===== config.mk =====
export PLATFORM = sky130hd
export DESIGN_NAME = pipe_ctl_flat
export DESIGN_NICKNAME = d
export VERILOG_FILES = /design/src/rtl/pipe_ctl_if.sv /design/src/rtl/pipe_ctl.sv /design/src/flat_wrapper.sv
export SDC_FILE = /design/constraint.sdc
export NUM_CORES = 1
export LEC_CHECK = 0
export CORE_MARGIN = 2
export CORE_UTILIZATION = 43
export DETAILED_ROUTE_END_ITERATION = 8
export PLACE_DENSITY = 0.88
export SKIP_LAST_GASP = 1
export SLEW_MARGIN = 30
export SYNTH_ARGS = -nofsm -noshare
export SYNTH_HDL_FRONTEND = slang
export SYNTH_SLANG_ARGS = --single-unit

===== constraint.sdc =====
create_clock -name clk -period 2.11 [get_ports clk]
set_input_delay 0.422 -clock clk [delete_from_list [all_inputs] [get_ports clk]]
set_output_delay 0.422 -clock clk [all_outputs]
set_load 0.005 [all_outputs]

===== src/rtl/pipe_ctl_if.sv =====
// rtl/pipe_ctl_if.sv - Signal bundle between the Y86 pipeline and its controller
// Purpose: groups the hazard-detection inputs, the data-memory handshake and
//          the stall/bubble/status outputs of pipe_ctl.
// Modports:
//   slave  - controller side: reads pipeline state, drives controls and status
//   master - pipeline side: drives pipeline state, reads controls and status
// Signals:
//   start_i, D/E/M_icode_i, E_dstM_i, d_srcA_i, d_srcB_i, e_Cnd_i,
//   m_stat_i, W_stat_i, M_mem_i, dmem_ready_i                 pipeline -> ctl
//   F/D/E/M/W_stall_o, D/E/M/W_bubble_o, m_buserr_o,
//   halted_o, stat_o, cyc_cnt_o, stall_cnt_o                  ctl -> pipeline
interface pipe_ctl_if #(
   parameter int CNT_W = 32
);
   logic             start_i;
   logic [3:0]       D_icode_i;
   logic [3:0]       E_icode_i;
   logic [3:0]       M_icode_i;
   logic [3:0]       E_dstM_i;
   logic [3:0]       d_srcA_i;
   logic [3:0]       d_srcB_i;
   logic             e_Cnd_i;
   logic [3:0]       m_stat_i;
   logic [3:0]       W_stat_i;
   logic             M_mem_i;
   logic             dmem_ready_i;

   logic             F_stall_o;
   logic             D_stall_o;
   logic             E_stall_o;
   logic             M_stall_o;
   logic             W_stall_o;
   logic             D_bubble_o;
   logic             E_bubble_o;
   logic             M_bubble_o;
   logic             W_bubble_o;
   logic             m_buserr_o;
   logic             halted_o;
   logic [3:0]       stat_o;
   logic [CNT_W-1:0] cyc_cnt_o;
   logic [CNT_W-1:0] stall_cnt_o;

   modport slave (
      input  start_i, D_icode_i, E_icode_i, M_icode_i, E_dstM_i, d_srcA_i, d_srcB_i,
             e_Cnd_i, m_stat_i, W_stat_i, M_mem_i, dmem_ready_i,
      output F_stall_o, D_stall_o, E_stall_o, M_stall_o, W_stall_o,
             D_bubble_o, E_bubble_o, M_bubble_o, W_bubble_o,
             m_buserr_o, halted_o, stat_o, cyc_cnt_o, stall_cnt_o
   );

   modport master (
      output start_i, D_icode_i, E_icode_i, M_icode_i, E_dstM_i, d_srcA_i, d_srcB_i,
             e_Cnd_i, m_stat_i, W_stat_i, M_mem_i, dmem_ready_i,
      input  F_stall_o, D_stall_o, E_stall_o, M_stall_o, W_stall_o,
             D_bubble_o, E_bubble_o, M_bubble_o, W_bubble_o,
             m_buserr_o, halted_o, stat_o, cyc_cnt_o, stall_cnt_o
   );
endinterface


===== src/rtl/pipe_ctl.sv =====
// rtl/pipe_ctl.sv - Y86 pipeline stall/bubble controller with memory timeout
// Purpose: drives stall/bubble controls of the F/D/E/M/W pipeline registers,
//          resolving load/use, ret, mispredict and exception hazards; freezes
//          the pipe on a slow data memory and forces a bus error on a hung
//          access; halts on a non-AOK writeback status; counts active and
//          fetch-stalled cycles.
// Ports:
//   clk  - clock, rising edge
//   rst  - asynchronous, active-low reset
//   bus  - pipe_ctl_if.slave: pipeline state in, controls/status out
module pipe_ctl #(
   parameter int MEM_TIMEOUT = 16,
   parameter int CNT_W       = 32
) (
   input  logic      clk,
   input  logic      rst,
   pipe_ctl_if.slave bus
);
   localparam logic [1:0] S_IDLE   = 2'd0;
   localparam logic [1:0] S_RUN    = 2'd1;
   localparam logic [1:0] S_MWAIT  = 2'd2;
   localparam logic [1:0] S_HALTED = 2'd3;

   localparam logic [3:0] IMRMOVL = 4'h5;
   localparam logic [3:0] IJXX    = 4'h7;
   localparam logic [3:0] IRET    = 4'h9;
   localparam logic [3:0] IPOPL   = 4'hB;

   localparam logic [3:0] SAOK = 4'd1;
   localparam logic [3:0] SADR = 4'd2;
   localparam logic [3:0] SINS = 4'd3;
   localparam logic [3:0] SHLT = 4'd4;

   // The wait counter holds the number of not-ready cycles already absorbed;
   // the access is abandoned on the cycle that would be the MEM_TIMEOUT-th.
   localparam int               WCNT_W    = $clog2(MEM_TIMEOUT);
   localparam logic [WCNT_W-1:0] WCNT_LAST = WCNT_W'(MEM_TIMEOUT - 1);

   logic [1:0]        state_q, state_d;
   logic [WCNT_W-1:0] wait_cnt_q, wait_cnt_d;
   logic [CNT_W-1:0]  cyc_cnt_q, cyc_cnt_d;
   logic [CNT_W-1:0]  stall_cnt_q, stall_cnt_d;
   logic [3:0]        stat_q, stat_d;

   logic lu, rt, mp, ex;
   logic active, halt, mem_wait, timeout;
   logic f_stall, d_stall, e_stall, m_stall, w_stall;
   logic d_bub, e_bub, m_bub, w_bub;
   logic buserr;

   function automatic logic is_exc(input logic [3:0] s);
      return (s == SADR) || (s == SINS) || (s == SHLT);
   endfunction

   function automatic logic [CNT_W-1:0] sat_inc(input logic [CNT_W-1:0] v);
      return (&v) ? v : v + 1'b1;
   endfunction

   always_comb begin
      lu = ((bus.E_icode_i == IMRMOVL) || (bus.E_icode_i == IPOPL)) &&
           ((bus.E_dstM_i == bus.d_srcA_i) || (bus.E_dstM_i == bus.d_srcB_i));
      rt = (bus.D_icode_i == IRET) || (bus.E_icode_i == IRET) || (bus.M_icode_i == IRET);
      mp = (bus.E_icode_i == IJXX) && !bus.e_Cnd_i;
      ex = is_exc(bus.m_stat_i) || is_exc(bus.W_stat_i);
   end

   always_comb begin
      state_d     = state_q;
      wait_cnt_d  = wait_cnt_q;
      stat_d      = stat_q;
      cyc_cnt_d   = cyc_cnt_q;
      stall_cnt_d = stall_cnt_q;
      f_stall     = 1'b0;
      d_stall     = 1'b0;
      e_stall     = 1'b0;
      m_stall     = 1'b0;
      w_stall     = 1'b0;
      d_bub       = 1'b0;
      e_bub       = 1'b0;
      m_bub       = 1'b0;
      w_bub       = 1'b0;
      buserr      = 1'b0;

      active   = (state_q == S_RUN) || (state_q == S_MWAIT);
      // Halt outranks a pending memory wait: the faulting instruction must retire.
      halt     = active && (bus.W_stat_i != SAOK);
      mem_wait = active && !halt && bus.M_mem_i && !bus.dmem_ready_i;
      timeout  = mem_wait && (wait_cnt_q == WCNT_LAST);

      case (state_q)
         S_IDLE: begin
            f_stall = 1'b1;
            d_bub   = 1'b1;
            e_bub   = 1'b1;
            m_bub   = 1'b1;
            if (bus.start_i) begin
               state_d = S_RUN;
            end
         end
         S_HALTED: begin
            f_stall = 1'b1;
            d_stall = 1'b1;
            e_stall = 1'b1;
            m_stall = 1'b1;
            w_stall = 1'b1;
         end
         default: begin
            if (mem_wait && !timeout) begin
               // Freeze everything up to M; W gets a bubble so nothing retires twice.
               f_stall    = 1'b1;
               d_stall    = 1'b1;
               e_stall    = 1'b1;
               m_stall    = 1'b1;
               w_bub      = 1'b1;
               wait_cnt_d = wait_cnt_q + 1'b1;
               state_d    = S_MWAIT;
            end else begin
               // On timeout the instruction advances normally; M tags it SADR.
               f_stall    = lu | rt;
               d_stall    = lu;
               d_bub      = mp | (!lu & rt);
               e_bub      = mp | lu;
               m_bub      = ex;
               w_stall    = halt;
               buserr     = timeout;
               wait_cnt_d = '0;
               state_d    = S_RUN;
               if (halt) begin
                  // Ordinary hazard controls still apply; fetch is held as well.
                  f_stall = 1'b1;
                  state_d = S_HALTED;
                  stat_d  = bus.W_stat_i;
               end
            end
            cyc_cnt_d = sat_inc(cyc_cnt_q);
            if (f_stall) begin
               stall_cnt_d = sat_inc(stall_cnt_q);
            end
         end
      endcase
   end

   always_ff @(posedge clk or negedge rst) begin
      if (!rst) begin
         state_q     <= S_IDLE;
         wait_cnt_q  <= '0;
         cyc_cnt_q   <= '0;
         stall_cnt_q <= '0;
         stat_q      <= SAOK;
      end else begin
         state_q     <= state_d;
         wait_cnt_q  <= wait_cnt_d;
         cyc_cnt_q   <= cyc_cnt_d;
         stall_cnt_q <= stall_cnt_d;
         stat_q      <= stat_d;
      end
   end

   // A register never sees stall and bubble together; stall wins.
   assign bus.F_stall_o   = f_stall;
   assign bus.D_stall_o   = d_stall;
   assign bus.E_stall_o   = e_stall;
   assign bus.M_stall_o   = m_stall;
   assign bus.W_stall_o   = w_stall;
   assign bus.D_bubble_o  = d_bub & !d_stall;
   assign bus.E_bubble_o  = e_bub & !e_stall;
   assign bus.M_bubble_o  = m_bub & !m_stall;
   assign bus.W_bubble_o  = w_bub & !w_stall;
   assign bus.m_buserr_o  = buserr;
   assign bus.halted_o    = (state_q == S_HALTED);
   assign bus.stat_o      = stat_q;
   assign bus.cyc_cnt_o   = cyc_cnt_q;
   assign bus.stall_cnt_o = stall_cnt_q;
endmodule

===== src/flat_wrapper.sv =====
// flat-port wrapper written by rule: the top's interface ports become plain ports
module pipe_ctl_flat 
#(
   parameter int MEM_TIMEOUT = 16,
   parameter int CNT_W       = 32
)
  (clk, rst, bus_start_i, bus_D_icode_i, bus_E_icode_i, bus_M_icode_i, bus_E_dstM_i, bus_d_srcA_i, bus_d_srcB_i, bus_e_Cnd_i, bus_m_stat_i, bus_W_stat_i, bus_M_mem_i, bus_dmem_ready_i, bus_F_stall_o, bus_D_stall_o, bus_E_stall_o, bus_M_stall_o, bus_W_stall_o, bus_D_bubble_o, bus_E_bubble_o, bus_M_bubble_o, bus_W_bubble_o, bus_m_buserr_o, bus_halted_o, bus_stat_o, bus_cyc_cnt_o, bus_stall_cnt_o);
  pipe_ctl_if #(.CNT_W(CNT_W)) bus_i ();
  input  logic clk;
  input  logic rst;
  input wire logic [$bits(bus_i.start_i)-1:0] bus_start_i;
  input wire logic [$bits(bus_i.D_icode_i)-1:0] bus_D_icode_i;
  input wire logic [$bits(bus_i.E_icode_i)-1:0] bus_E_icode_i;
  input wire logic [$bits(bus_i.M_icode_i)-1:0] bus_M_icode_i;
  input wire logic [$bits(bus_i.E_dstM_i)-1:0] bus_E_dstM_i;
  input wire logic [$bits(bus_i.d_srcA_i)-1:0] bus_d_srcA_i;
  input wire logic [$bits(bus_i.d_srcB_i)-1:0] bus_d_srcB_i;
  input wire logic [$bits(bus_i.e_Cnd_i)-1:0] bus_e_Cnd_i;
  input wire logic [$bits(bus_i.m_stat_i)-1:0] bus_m_stat_i;
  input wire logic [$bits(bus_i.W_stat_i)-1:0] bus_W_stat_i;
  input wire logic [$bits(bus_i.M_mem_i)-1:0] bus_M_mem_i;
  input wire logic [$bits(bus_i.dmem_ready_i)-1:0] bus_dmem_ready_i;
  output wire logic [$bits(bus_i.F_stall_o)-1:0] bus_F_stall_o;
  output wire logic [$bits(bus_i.D_stall_o)-1:0] bus_D_stall_o;
  output wire logic [$bits(bus_i.E_stall_o)-1:0] bus_E_stall_o;
  output wire logic [$bits(bus_i.M_stall_o)-1:0] bus_M_stall_o;
  output wire logic [$bits(bus_i.W_stall_o)-1:0] bus_W_stall_o;
  output wire logic [$bits(bus_i.D_bubble_o)-1:0] bus_D_bubble_o;
  output wire logic [$bits(bus_i.E_bubble_o)-1:0] bus_E_bubble_o;
  output wire logic [$bits(bus_i.M_bubble_o)-1:0] bus_M_bubble_o;
  output wire logic [$bits(bus_i.W_bubble_o)-1:0] bus_W_bubble_o;
  output wire logic [$bits(bus_i.m_buserr_o)-1:0] bus_m_buserr_o;
  output wire logic [$bits(bus_i.halted_o)-1:0] bus_halted_o;
  output wire logic [$bits(bus_i.stat_o)-1:0] bus_stat_o;
  output wire logic [$bits(bus_i.cyc_cnt_o)-1:0] bus_cyc_cnt_o;
  output wire logic [$bits(bus_i.stall_cnt_o)-1:0] bus_stall_cnt_o;
  assign bus_i.start_i = bus_start_i;
  assign bus_i.D_icode_i = bus_D_icode_i;
  assign bus_i.E_icode_i = bus_E_icode_i;
  assign bus_i.M_icode_i = bus_M_icode_i;
  assign bus_i.E_dstM_i = bus_E_dstM_i;
  assign bus_i.d_srcA_i = bus_d_srcA_i;
  assign bus_i.d_srcB_i = bus_d_srcB_i;
  assign bus_i.e_Cnd_i = bus_e_Cnd_i;
  assign bus_i.m_stat_i = bus_m_stat_i;
  assign bus_i.W_stat_i = bus_W_stat_i;
  assign bus_i.M_mem_i = bus_M_mem_i;
  assign bus_i.dmem_ready_i = bus_dmem_ready_i;
  assign bus_F_stall_o = bus_i.F_stall_o;
  assign bus_D_stall_o = bus_i.D_stall_o;
  assign bus_E_stall_o = bus_i.E_stall_o;
  assign bus_M_stall_o = bus_i.M_stall_o;
  assign bus_W_stall_o = bus_i.W_stall_o;
  assign bus_D_bubble_o = bus_i.D_bubble_o;
  assign bus_E_bubble_o = bus_i.E_bubble_o;
  assign bus_M_bubble_o = bus_i.M_bubble_o;
  assign bus_W_bubble_o = bus_i.W_bubble_o;
  assign bus_m_buserr_o = bus_i.m_buserr_o;
  assign bus_halted_o = bus_i.halted_o;
  assign bus_stat_o = bus_i.stat_o;
  assign bus_cyc_cnt_o = bus_i.cyc_cnt_o;
  assign bus_stall_cnt_o = bus_i.stall_cnt_o;
  pipe_ctl #(.MEM_TIMEOUT(MEM_TIMEOUT), .CNT_W(CNT_W)) u_core (.clk(clk), .rst(rst), .bus(bus_i));
endmodule

; Word level (Yosys, flattened, before mapping)
; Index checks and enable logic that the tools add are counted.
[classes]
mux = 24
bitwise = 13
reduce_logical = 34
addsub = 3
n_eq_ne = 20
[op_table]
columns = operator, n
row1 = $add A32 B1 Y32 const B, 2
row2 = $reduce_and A32 Y1, 2
row3 = $eq A4 B4 Y1 const B, 5
row4 = $eq A4 B2 Y1 const B, 4
row5 = $eq A4 B3 Y1 const B, 4
row6 = $mux W1, 13
row7 = $pmux W1 S2, 6
row8 = $logic_or A1 B1 Y1, 10
row9 = $eq A4 B4 Y1, 2
row10 = $logic_and A1 B1 Y1, 8
row11 = $logic_not A1 Y1, 8
row12 = $mux W2, 3
row13 = $reduce_and A3 Y1, 2
row14 = $and A1 B1 Y1, 5
row15 = $not A1 Y1, 5
row16 = $add A4 B1 Y4 const B, 1
row17 = $eq A2 B2 Y1 const B, 2
row18 = $mux W4, 1
row19 = $ne A4 B1 Y1 const B, 1
row20 = $pmux W2 S2, 1
row21 = $reduce_and A2 Y1, 2
row22 = $or A1 B1 Y1, 3
row23 = $eq A2 B1 Y1 const B, 1
row24 = $logic_not A2 Y1, 1
row25 = 2 further kinds, 2
[word_totals]
regBits = 74
wordCells = 99
output_inout_bits = 79
inputBits = 38

; Depth between registers and ports, before layout
[depth]
word_depth = 14
ltp_mapped = 9
mapped_depth_nobuf = 8

; Least setup slack after synthesis
; Ideal clock, no wire load.
[synth_path]
path_kind = register to register
from = reg u_core.stall_cnt_q[0], in the netlist u_core.bus.stall_cnt_o[0]
to = reg u_core.stall_cnt_q[1], in the netlist u_core.bus.stall_cnt_o[1]
path_stages_with_launch = 8
path_slack_ns = -0.106
setup_time_ns = 0.125
t_arrival_ns = 2.092
path_cell_list = dfrtp_1 > ha_1 > nand2_1 > nor3_1 > nand3_1 > nor3_4 > or2_2 > mux2_2
[synth_via]
elab_chain_cells = 3
word_cells_on_any_way = 4
classes_between = add/sub: 1 / bitwise: 1 / reduce/logical: 2
[synth_rtl]
columns = element, line_no
row1 = start: declaration, pipe_ctl.sv:42  ; logic [CNT_W-1:0] stall_cnt_q, stall_cnt_d;
row2 = start signal: assignment, pipe_ctl.sv:154  ; stall_cnt_q <= stall_cnt_d;
row3 = branches (longest 3 deep; another with $add A32 B1 Y32), n/a
; Several ways; the timed one is not identified.
; A chain may end at the register's enable or synchronous reset.

; Worst setup path in the final report
[layout_path]
from = reg u_core.wait_cnt_q[0]
to = out bus_F_stall_o
[layout_via]
elab_chain_cells = 7
[layout_rtl]
columns = element, line_no
row1 = start: declaration, pipe_ctl.sv:40  ; logic [WCNT_W-1:0] wait_cnt_q, wait_cnt_d;
row2 = start signal: assignment, pipe_ctl.sv:152  ; wait_cnt_q <= wait_cnt_d;
row3 = $eq A4 B4 Y1, pipe_ctl.sv:88  ; timeout = mem_wait && (wait_cnt_q == WCNT_LAST);
row4 = $logic_and A1 B1 Y1, pipe_ctl.sv:88
row5 = $logic_not A1 Y1, pipe_ctl.sv:108  ; if (mem_wait && !timeout) begin
row6 = $logic_and A1 B1 Y1, pipe_ctl.sv:108
row7 = $mux W1, pipe_ctl.sv:108
row8 = $mux W1 (2 in series), pipe_ctl.sv:90  ; case (state_q)
row9 = end: declaration, flat_wrapper.sv:23  ; output wire logic [$bits(bus_i.F_stall_o)-1:0] bus_F_stall_o;
; No other way between the ends. The select of a mux whose other input is x is not followed.

==> metrics.md <==
| Metric | Value |
|---|---|
| Slew margin rel. | 66.4% |
| Synth Area per Inst | 10.2 µm² |
| Tot Pwr | 5460 µW |
| TritonCTS buffer count | 9 |
| Worst hold slack | 0.0880 ns |
| First-pass detailed-route iteration total | 4 |
| Final setup vio count | 9 |
| Levels on crit path | 6 |
| Leakage | 0.00301 µW |
| Syn Inst Count | 372 |
| Yosys cell types | 47 |
| Port Buffers | 116 |
| Hpwl dp | 7640 µm |
| Longest Clk Path Bufs | 2 |
| Minimum clock period after layout | 2.26 ns |
| Largest net degree at the start of global routing | 75 |
| Multiplexer area fraction after synthesis | 1.68% |
| Via/cell ratio | 5.57 |
| Worst reg2reg path depth | 7 |
| Syn_nets | 415 |
| Core Box Area | 0.00864 mm² |
| Total GRT Usage | 23.4% |
| TritonCTS clock tree | built |
| Crit-path slowest cell | dfrtp_1 |
| Setup TNS | -0.604 ns |
| DRC | 0 |
| RSZ-0062 raised after global routing | yes |
| Critical Path AT | 1.84 ns |
| Cell Area, Synth | 0.00380 mm² |
| Floorplan row count | 34 |
| Most instantiated library cell after synthesis | dfrtp_1 |
| Cell family with most CP delay | simple AND/OR/NAND/NOR gates |
| Final ANT Viol Nets | 0 |
| Grt ovf | 0 |
| Max Cap Viol | 0 |
| Final worst slack | -0.155 ns |
| Skew-Pair Late Insertion Delay | 0.34 ns |
| Worst hold path type | in -> async |
| N_diodes | 0 |
| Largest family of logic cells by synthesized area | simple AND/OR/NAND/NOR gates |
| Multi-input gate area | 0.00242 mm² |
| Main area contributors after synthesis | dfrtp_1 (48%), xnor2_1 (8.5%), xor2_1 (7.1%), nand4_1 (4.1%), nand2_1 (3.7%) |
| Die Area | 0.00960 mm² |
| Seq cells post-synth | 74 |
| Async set-reset flop share out of synthesis | 100% |
| Wirelength per Cell | 17.7 µm |
| Vias | 3,824 |
| P per Cell Area | 833 mW/mm² |
| Required time worst endpoint | 1.69 ns |
| WL final | 12,200 µm |
| Slew Viols, Final | 0 |
| Area leader, netlist | dfrtp_1 |
| Die height | 98.0 µm |
| First-pass GRT wire length | 18,300 µm |
| CTS H-tree lvls | 3 |
| Die X-Extent | 98.0 µm |
| WP buf/inv | 1 |
| Final period util | 107% |
| Initial antenna violation count | 0 |
| Startpoint Class | register |
| Initial Util | 44.0% |
| Post-Synth Adder-Cell Area | 1.65% |
| Max IR drop VDD | 0.596 mV |
| Top cells by count, synth | dfrtp_1 (73), nand2_1 (37), xnor2_1 (37), xor2_1 (31) |
| Fin nets | 617 |
| Failing checks | setup timing |
| Clock skew | 0.0147 ns |
| Reg area | 0.00185 mm² |
| CTS root buf | clkbuf_8 |
| XOR/XNOR Fraction of Synth Area | 15.7% |
| Maximum single-stage delay on the critical path | 0.42 ns |
| Endpoint type of the worst setup path | output pin |
| Status | finished with violations |
| Placed Cells incl. Taps | 648 |
| Placer congestion estimate | 0.866 |
| Top_reg_cell synth | dfrtp_1 |
| Synth Area in Simple Gates | 26.4% |
| Post-synth top area share | 48.1% |
| Kind of critical path | reg -> out |
| Max Freq | 442 MHz |
| Number of global-route vias before repair | 3,773 |
| Crit-path cells | ha_4, nand3_4, a21oi_4, nand2_2, or3_1, buf_2 |
| Worst-Margin Slew | 0.500 ns |
| Worst-path clk slew | 0.09 ns |
| Seq/Total Area, Yosys | 48.8% |
| Yosys Warn Count | 0 |
| CTS Sinks | 74 |
| Syn-to-layout area delta | 72.7% |
| DR iter-0 viols | 147 |
| Synth Area in Compound Gates | 3.53% |
| Final hold vios | 0 |
| Share of cells above drive strength 1 | 33.0% |
| Finished Layout Cells | 687 |
| CP max FO | 3 |
| Filler cells | 537 |
| Number of flops mapped to enable cells by yosys | 0 |
| Ports | 117 |
==> worst register-to-register path: stages (launching register included) <==
cell and delay (ns):
dfrtp_1 0.36, ha_2 0.19, nand4_1 0.15, or4_4 0.50
nor4_4 0.30, buf_6 0.17, nor2_4 0.06, mux2_2 0.26
==> state kept, by name, indices dropped and copies added (netlist names) <==
signal,count
u_core.wait_cnt_q,4
u_core.bus.stall_cnt_o,32
u_core.bus.cyc_cnt_o,32
u_core.bus.stat_o,4
u_core.state_q,2
==> where the power goes <==
part,switching (µW),total [µW],internal [µW]
registers,173,1790,1610
logic,1100,2430,1330
clock network,550,1250,701
==> layer usage <==
metal	vias to the layer above	wire, µm	track usage, %
met4	0	233	8.76
met1	1909	4750	28.0
met2	159	6560	41.5
met5	-	0	0
met3	22	648	4.87
li1	1734	-	-
==> final timing paths <==
path	startpoint	end	slack [ns]
max	u_core.wait_cnt_q[0]	bus_F_stall_o	-0.15
min	rst	u_core.bus.stall_cnt_o[10]	0.09
max reg2reg	u_core.bus.cyc_cnt_o[0]	u_core.bus.cyc_cnt_o[1]	0
min reg2reg	u_core.bus.stat_o[0]	u_core.bus.stat_o[0]	0.49
max in group asynchronous	rst	u_core.bus.stat_o[0]	1.64
min in group clk	bus_W_stat_i[3]	u_core.bus.stat_o[3]	0.42
==> through the flow <==
stage                     utilization [%]  setup slack, ns  instance area, µm²
after floorplan                         -           0.0337                3800
after global placement               64.4           -0.763                5560
after detailed placement             64.4           -0.858                5560
after CTS                            71.6           -0.193                6180
after global routing                 75.9           -0.205                6560
final                                75.9           -0.155                6560
==> what timing repair did <==
item,4_1_cts,5_1_grt
endpoints found under the setup margin,57,59
buffers inserted,12,12
pin swaps,21,47
hold buffers,0,0
resized for setup,123,66
cloned,0,1
==> logic make-up after synthesis <==
family                     after synthesis
DFF                                     74
buffers and inverters                   19
AOI/OAI and AO/OA                       21
and+or+nand+nor                        179
muxes                                    6
xor gates and xnor gates                68
adders and majority gates                5
==> final cells by class <==
class                      count  share of cell area [%]
clock buffer                  10                    2.10
multi-input combinational    279                    37.0
tap                          108                    2.06
inverter                      12                   0.725
sequential                    74                    28.3
clock inverter                 6                    1.37
timing repair buffer         198                    28.5
==> cell usage in the layout (no fill, tap or decap), types with 3 or more instances in the layout <==
| master | instances |
|---|---|
| nand2_1 | 32 |
| nor3_1 | 8 |
| nand2_2 | 4 |
| clkbuf_2 | 3 |
| ha_4 | 3 |
| clkdlybuf4s50_1 | 76 |
| nor4bb_4 | 3 |
| buf_6 | 12 |
| o21ai_0 | 3 |
| clkbuf_8 | 10 |
| buf_2 | 7 |
| nor4_4 | 13 |
| nor3_4 | 4 |
| buf_4 | 67 |
| buf_12 | 6 |
| dlygate4sd2_1 | 13 |
| nand3_1 | 23 |
| xor2_1 | 31 |
| inv_2 | 3 |
| or2_2 | 4 |
| nor2_1 | 18 |
| and3_1 | 3 |
| inv_1 | 8 |
| dfrtp_1 | 73 |
| dlymetal6s2s_1 | 12 |
| nand4_1 | 25 |
| nor4b_4 | 6 |
| xnor2_1 | 37 |
| nor3_2 | 9 |
Power figures use the tool's default switching activity.
